--- src/rtl/neuron_column_sched.sv ---
// Scheduler that time-multiplexes one external neuron datapath across NNEUR
// weight banks, evaluating a captured spike volley bank by bank and reporting a lowest-index winner.
module neuron_column_sched #(
  parameter int RF    = 8,
  parameter int WBITS = 3,
  parameter int NNEUR = 4,
  parameter int IDXW  = $clog2(NNEUR)
) (
  input  logic                  clk,
  input  logic                  rst,
  input  logic                  in_valid,
  output logic                  in_ready,
  input  logic [RF-1:0]         in_spikes,
  input  logic                  wt_we,
  input  logic [IDXW-1:0]       wt_addr,
  input  logic [RF*WBITS-1:0]   wt_data,
  output logic [RF-1:0]         nrn_spikes_in,
  output logic [RF*WBITS-1:0]   nrn_weights,
  input  logic                  nrn_spike_out,
  output logic                  out_valid,
  input  logic                  out_ready,
  output logic [NNEUR-1:0]      out_fire,
  output logic                  out_any,
  output logic [IDXW-1:0]       out_winner
);

  localparam int WW = RF * WBITS;
  localparam logic [IDXW-1:0] IDX_LAST = IDXW'(NNEUR - 1);

  typedef enum logic [1:0] {
    S_IDLE,
    S_EVAL,
    S_DONE
  } state_t;

  state_t            r_state;
  state_t            w_state_next;
  logic [WW-1:0]     r_bank [NNEUR];
  logic [RF-1:0]     r_volley;
  logic [NNEUR-1:0]  r_fire;
  logic              r_any;
  logic [IDXW-1:0]   r_winner;
  logic [IDXW-1:0]   r_idx;

  logic              w_accept;
  logic              w_wt_ok;
  logic [NNEUR-1:0]  w_fire_eval;
  logic [IDXW-1:0]   w_winner;
  logic [WW-1:0]     w_bank_rd;

  assign w_accept  = (r_state == S_IDLE) && in_valid && !rst;
  assign w_wt_ok   = (r_state == S_IDLE) && wt_we && (int'(wt_addr) < NNEUR);
  assign w_bank_rd = r_bank[r_idx];

  // Fire vector as it will look after this EVAL edge, so the winner can be
  // registered on the same edge that records the last neuron.
  generate
    for (genvar gi = 0; gi < NNEUR; gi++) begin : g_fire
      assign w_fire_eval[gi] = (r_idx == IDXW'(gi)) ? nrn_spike_out : r_fire[gi];
    end
  endgenerate

  always_comb begin
    w_winner = '0;
    for (int k = NNEUR - 1; k >= 0; k--) begin
      if (w_fire_eval[k]) w_winner = IDXW'(k);
    end
  end

  always_ff @(posedge clk) begin
    if (rst) r_state <= S_IDLE;
    else     r_state <= w_state_next;
  end

  always_comb begin
    w_state_next  = r_state;
    in_ready      = 1'b0;
    out_valid     = 1'b0;
    nrn_spikes_in = '0;
    nrn_weights   = '0;
    case (r_state)
      S_IDLE: begin
        in_ready = !rst;
        if (w_accept) w_state_next = S_EVAL;
      end
      S_EVAL: begin
        nrn_spikes_in = r_volley;
        nrn_weights   = w_bank_rd;
        if (r_idx == IDX_LAST) w_state_next = S_DONE;
      end
      S_DONE: begin
        out_valid = !rst;
        if (out_ready) w_state_next = S_IDLE;
      end
      default: w_state_next = S_IDLE;
    endcase
  end

  always_ff @(posedge clk) begin
    if (rst) begin
      for (int k = 0; k < NNEUR; k++) r_bank[k] <= '0;
    end else if (w_wt_ok) begin
      r_bank[wt_addr] <= wt_data;
    end
  end

  always_ff @(posedge clk) begin
    if (rst) begin
      r_volley <= '0;
      r_fire   <= '0;
      r_any    <= 1'b0;
      r_winner <= '0;
      r_idx    <= '0;
    end else begin
      case (r_state)
        S_IDLE: begin
          if (w_accept) begin
            r_volley <= in_spikes;
            r_fire   <= '0;
            r_idx    <= '0;
          end
        end
        S_EVAL: begin
          r_fire <= w_fire_eval;
          if (r_idx == IDX_LAST) begin
            r_any    <= |w_fire_eval;
            r_winner <= w_winner;
          end else begin
            r_idx <= r_idx + IDXW'(1);
          end
        end
        default: ;
      endcase
    end
  end

  assign out_fire   = r_fire;
  assign out_any    = r_any;
  assign out_winner = r_winner;

endmodule

--- config.mk ---
export PLATFORM = sky130hd
export DESIGN_NAME = neuron_column_sched
export DESIGN_NICKNAME = d
export VERILOG_FILES = /design/src/rtl/neuron_column_sched.sv
export SDC_FILE = /design/constraint.sdc
export NUM_CORES = 1
export LEC_CHECK = 0
export CAP_MARGIN = 15
export CORE_MARGIN = 5
export CORE_UTILIZATION = 49
export CTS_CLUSTER_SIZE = 8
export DETAILED_ROUTE_END_ITERATION = 10
export HOLD_SLACK_MARGIN = 0.15
export PLACE_DENSITY = 0.76
export SLEW_MARGIN = 10
export SYNTH_ARGS = -nofsm -noshare
export SYNTH_HDL_FRONTEND = slang
export SYNTH_SLANG_ARGS = --single-unit
--- constraint.sdc ---
create_clock -name clk -period 2.1 [get_ports clk]
set_clock_uncertainty 0.15 [all_clocks]
set_input_delay 0.525 -clock clk [delete_from_list [all_inputs] [get_ports clk]]
set_output_delay 0.525 -clock clk [all_outputs]
set_load 0.01 [all_outputs]
**Word-level counts from Yosys, hierarchy flattened**

Memories as Yosys holds them, arrays and structs flattened. A register that Yosys moved wholly into a read port is not among the register bits.
Cells that the tools add are included.

- Output and inout port bits: 41
- RAM bits: 96
- Memories: 1
- Bits in latches: 0
- Input bits: 40
- ROM bits: 0
- Register bits: 19

Memory list:

| name | words | bits a word | read ports | clocked after memory_dff | wr ports | line | source |
|---|---|---|---|---|---|---|---|
| r_bank | 4 | 24 | 1 | 1 | 4 | 38 | `logic [WW-1:0] r_bank [NNEUR];` |

- Equal/unequal tests: 9
- Add/sub/neg operators: 1
- $mul: 0
- Divide/modulo/power cells: 0
- Order comparisons: 0
- Mux-type cells: 31
- Bitwise operators: 0
- Shift operators: 0
- Reductions and logical operators: 14

Operator list:

| kind | count |
|---|---|
| 2-to-1 mux 24 bit | 2 |
| 2-to-1 mux 2 bit | 12 |
| OR reduction 24 bit | 1 |
| 2-to-1 mux 1 bit | 12 |
| 2-to-1 mux 8 bit | 1 |
| inequality test 2 bit (second input constant) | 4 |
| case mux 4 bit (2 select lines) | 1 |
| equality test 2 bit (second input constant) | 3 |
| case mux 2 bit (3 select lines) | 1 |
| AND reduction 2 bit | 3 |
| AND reduction 3 bit | 2 |
| equality test 2 x 1 -> 1 bit (second input constant) | 2 |
| zero test 2 bit | 2 |
| 2-to-1 mux 4 bit | 1 |
| case mux 2 bit (2 select lines) | 1 |
| OR reduction 4 bit | 1 |
| logical AND 1 bit | 3 |
| adder 2 x 1 -> 2 bit (second input constant) | 1 |
| nonzero test 2 bit | 1 |
| zero test 1 bit | 1 |

**Logic depth before layout (Yosys ltp)**

- Depth after elaboration: 7
- Gate-level depth with buffers: 5
- Gate-level depth less buffers: 5

**Worst setup path before layout**

No wires, ideal clock.

- Kind: input to register
- Start point: input port rst
- End point: memory r_bank[3][0] (netlist bit), enable pin
- Data arrival time: 1.590 ns
- Path buffers: 2
- Cell stages on the path: 3
- Library setup time: 0.382 ns
- Slack: -0.021 ns
- Cell sequence: clkbuf_1 > clkbuf_1 > a41o_1

RTL lines:

| what | line | source |
|---|---|---|
| from (decl) | 10 | `input logic rst,` |
| to (decl) | 38 |  |

==> out/metrics.cfg <==
[timing]
min_period_over_period=1.24
slew_violations=0
layout_min_cycle_time_ns=2.59
finalHoldWorstSlack_ns=0.328
max_freq_mhz=385
max_slew.worst_pin.slew_ns=0.321
report.final.setup_viol=32
rsz0062_at_grt=yes
worst_slack_ns=-0.494
finalHoldViolations=0
relSlewSlack=0.785
aggregate_negative_setup_slack_ns=-10.77

[setup_path]
worstPathRequired_ns=1.42
timing.reg2reg.worst_path_depth=5
worstPathMaxFanout=5
r2r_setup_slack_ns=0.18
ff_to_ff_end=r_bank[0][14]
setup.worst_path.class=flop to primary output
rr_startpoint=r_state[1]
cp-end-kind=primary output
start_kind=flop
critPathArrivalTime_ns=1.92

[synthesis]
synth_cells=386
synth_top_family_by_area=simple AND/OR/NAND/NOR gates
synth_cell_type_count=39
synth_simple_gate_area_frac=0.221
synth-seq-area-share=0.614
synth_adder_area_share=0.00930
post_synth_xor_area_fraction=0
yosys_warnings=0
syn_area_per_cell_sq_um=13.9
mappedNetlistArea_sq_um=5380
synth.mux.area_fraction=0.106
synth-compound-area-share=0.0232
synth_fp_nets=430
ys_ff_latch=117

[min_path]
min_path_type=flop to flop
holdPathEnd=r_volley[0]
worst_hold_start=r_volley[0]
hold_depth=2

[clock_network]
cts_buffer_depth=2
cts.sinks=117
tritoncts=yes
number_of_buffers_created_by_cts=17
cts-htree-levels=4
clk_transition_reported_paths_ns=0.06
later_pin_clock_latency_in_the_skew_report_ns=0.51
cts_root_buffer=clkbuf_8

[pwr]
power_mw=6.17
leakage_nw=2.92
irDropWorstVdd_mv=0.571
pwr_density_cell_nw_per_um2=841

[final_layout]
final-seq-area_sq_um=3310
antenna_cells_inserted=0
multi_input_comb_area_sq_um=2020
filler_cell_count=740
utilization=0.680
num-nets-final=545
area_growth_pct=36.4
final_layout_size_suffix_gt1_frac=0.327

[run_status]
status=finished with violations
failed_checks=negative setup slack

[floorplanning]
floorplan.die.width_um=115
design.core.area_sq_um=10800
row_count=38
design.portCount=81
initial_core_util=0.499
die_y_um=115
design.die.area_sq_um=13200

[place]
detailedPlace.worstSlack_ns=-0.364
placement.io_buffers=80
routabilityCongestion=0.858
post_detail_place_hpwl_mm=7.30

[drt]
drcViolationCount=0
route.vias.total=3462
via_per_inst=5.29
detailedRoute.firstPassIterationCount=6
drt-initial-drc-count=185
route.final.wire_length_mm=12.3
drtAntennaViolNets=0
routed_wire_length_per_instance_um=18.8

[run]
drv.max_cap_violation_count=0

[global_route]
grt_start_max_net_pins=27
globalRouteTotalUtil=0.197
grt_first_pass_wirelength_mm=19.5
antenna_found_initial=0
gr-total-overflow=0
grt_pass1_vias=3824

## worst max-delay path: stages, from the launching register on
cell and delay [ns]:
dfxtp_4 0.39, buf_12 0.13, buf_6 0.11, mux4_2 0.49, and2_1 0.15, buf_2 0.13
## metal layers
| layer | routed length, um | GRT usage |
|---|---|---|
| met4 | 154 | 0.0681 |
| met1 | 4780 | 0.226 |
| met3 | 808 | 0.0579 |
| met2 | 6540 | 0.354 |
| met5 | 0 | 0 |
## what timing repair did
item | CTS | global route
endpoints found under the hold margin | 0 | 0
pin swaps | 24 | 6
endpoints found under the setup margin | 40 | 34
hold buffers | 0 | 0
gates cloned | 1 | 1
gates resized for setup | 173 | 43
setup buffers | 8 | 4
## layout by cell type (no fill, tap or decap), drive strengths merged, types with 2 or more instances in the layout
cell type and n:
inv 4, clkdlybuf4s50 38, nor3 2, nor4b 2, clkinvlp 4, mux2 2
clkbuf 19, a21oi 7, edfxtp 96, ha 4, nor2 4, o211ai 2
a21o 2, and3b 3, buf 75, o21ai 2, or2 3, bufinv 3
and3 2, and2 128, mux4 24, nand3b 11, clkinv 5, dfxtp 21
dlygate4sd2 7, nor3b 2, nand2 19, nand2b 5, nand3 8
## synthesized netlist by cell type
| cell type | n | share of area |
|---|---|---|
| a21o_1 | 2 | 0.0028 |
| a21oi_1 | 7 | 0.0065 |
| a2bb2oi_1 | 1 | 0.0016 |
| a311oi_1 | 1 | 0.0016 |
| a31oi_1 | 1 | 0.0012 |
| a41o_1 | 1 | 0.0019 |
| and2_1 | 128 | 0.15 |
| and2b_1 | 1 | 0.0014 |
| and3_1 | 2 | 0.0023 |
| and3b_1 | 3 | 0.0049 |
| buf_1 | 1 | 0.00070 |
| buf_2 | 6 | 0.0056 |
| buf_4 | 2 | 0.0028 |
| buf_6 | 2 | 0.0042 |
| clkbuf_1 | 10 | 0.0070 |
| clkbuf_2 | 4 | 0.0037 |
| dfxtp_1 | 21 | 0.078 |
| edfxtp_1 | 96 | 0.54 |
| ha_1 | 4 | 0.0093 |
| inv_1 | 3 | 0.0021 |
| mux2_2 | 2 | 0.0042 |
| mux2i_1 | 1 | 0.0019 |
| mux4_2 | 24 | 0.10 |
| nand2_1 | 19 | 0.013 |
| nand2b_1 | 5 | 0.0058 |
| nand3_1 | 8 | 0.0074 |
| nand3b_1 | 11 | 0.015 |
| nor2_1 | 4 | 0.0028 |
| nor3_1 | 2 | 0.0019 |
| nor3b_1 | 1 | 0.0014 |
| nor3b_4 | 1 | 0.0035 |
| nor4b_2 | 1 | 0.0028 |
| nor4b_4 | 1 | 0.0044 |
| o211ai_1 | 2 | 0.0028 |
| o21ai_0 | 2 | 0.0019 |
| o31ai_1 | 1 | 0.0014 |
| o41ai_1 | 1 | 0.0016 |
| or2_2 | 3 | 0.0035 |
| or4b_1 | 1 | 0.0019 |
## power by group
| part | total [mW] | internal, mW | leakage (nW) | switching (mW) |
|---|---|---|---|---|
| Clock | 2.83 | 1.80 | 0.274 | 1.03 |
| Combinational | 0.667 | 0.381 | 1.47 | 0.287 |
| Sequential | 2.68 | 2.63 | 1.17 | 0.0432 |
| Total | 6.17 | 4.81 | 2.92 | 1.36 |
## state kept, by name (all words and copies together), names as in the netlist, named ones only
register and cells:
r_bank 96, r_idx 2, out_any 1, r_state 2, r_volley 8, out_fire 4, out_winner 2
## logic make-up after synthesis
logic type      Yosys count
fa+ha+maj                 4
flops                   117
compound gates           19
simple gates            191
buf+inv                  28
mux                      27
## area by class of cell
type / instances / share of cell area
sequential: 117 / 0.451
multi-input combinational: 241 / 0.276
timing repair buffer: 121 / 0.170
clock buffer: 19 / 0.0574
tap: 140 / 0.0239
clock inverter: 13 / 0.0215
inverter: 3 / 0.00153
## worst max path at each step
stage,from,end,cells after the start
floorplan,flop,nrn_weights[0],4
global placement,rst,out_valid,3
detailed placement,rst,out_valid,3
CTS,flop,nrn_weights[23],5
global route,flop,nrn_weights[1],5
finish,flop,nrn_weights[1],5
## stage by stage
stage | cell area (sq um) | std cells
after global placement | 6570 | 611
final | 7340 | 654
after CTS | 7180 | 652
after detailed placement | 6570 | 611
after floorplan | 5390 | 386
after global routing | 7340 | 654
(Power assumes the default switching activity.)
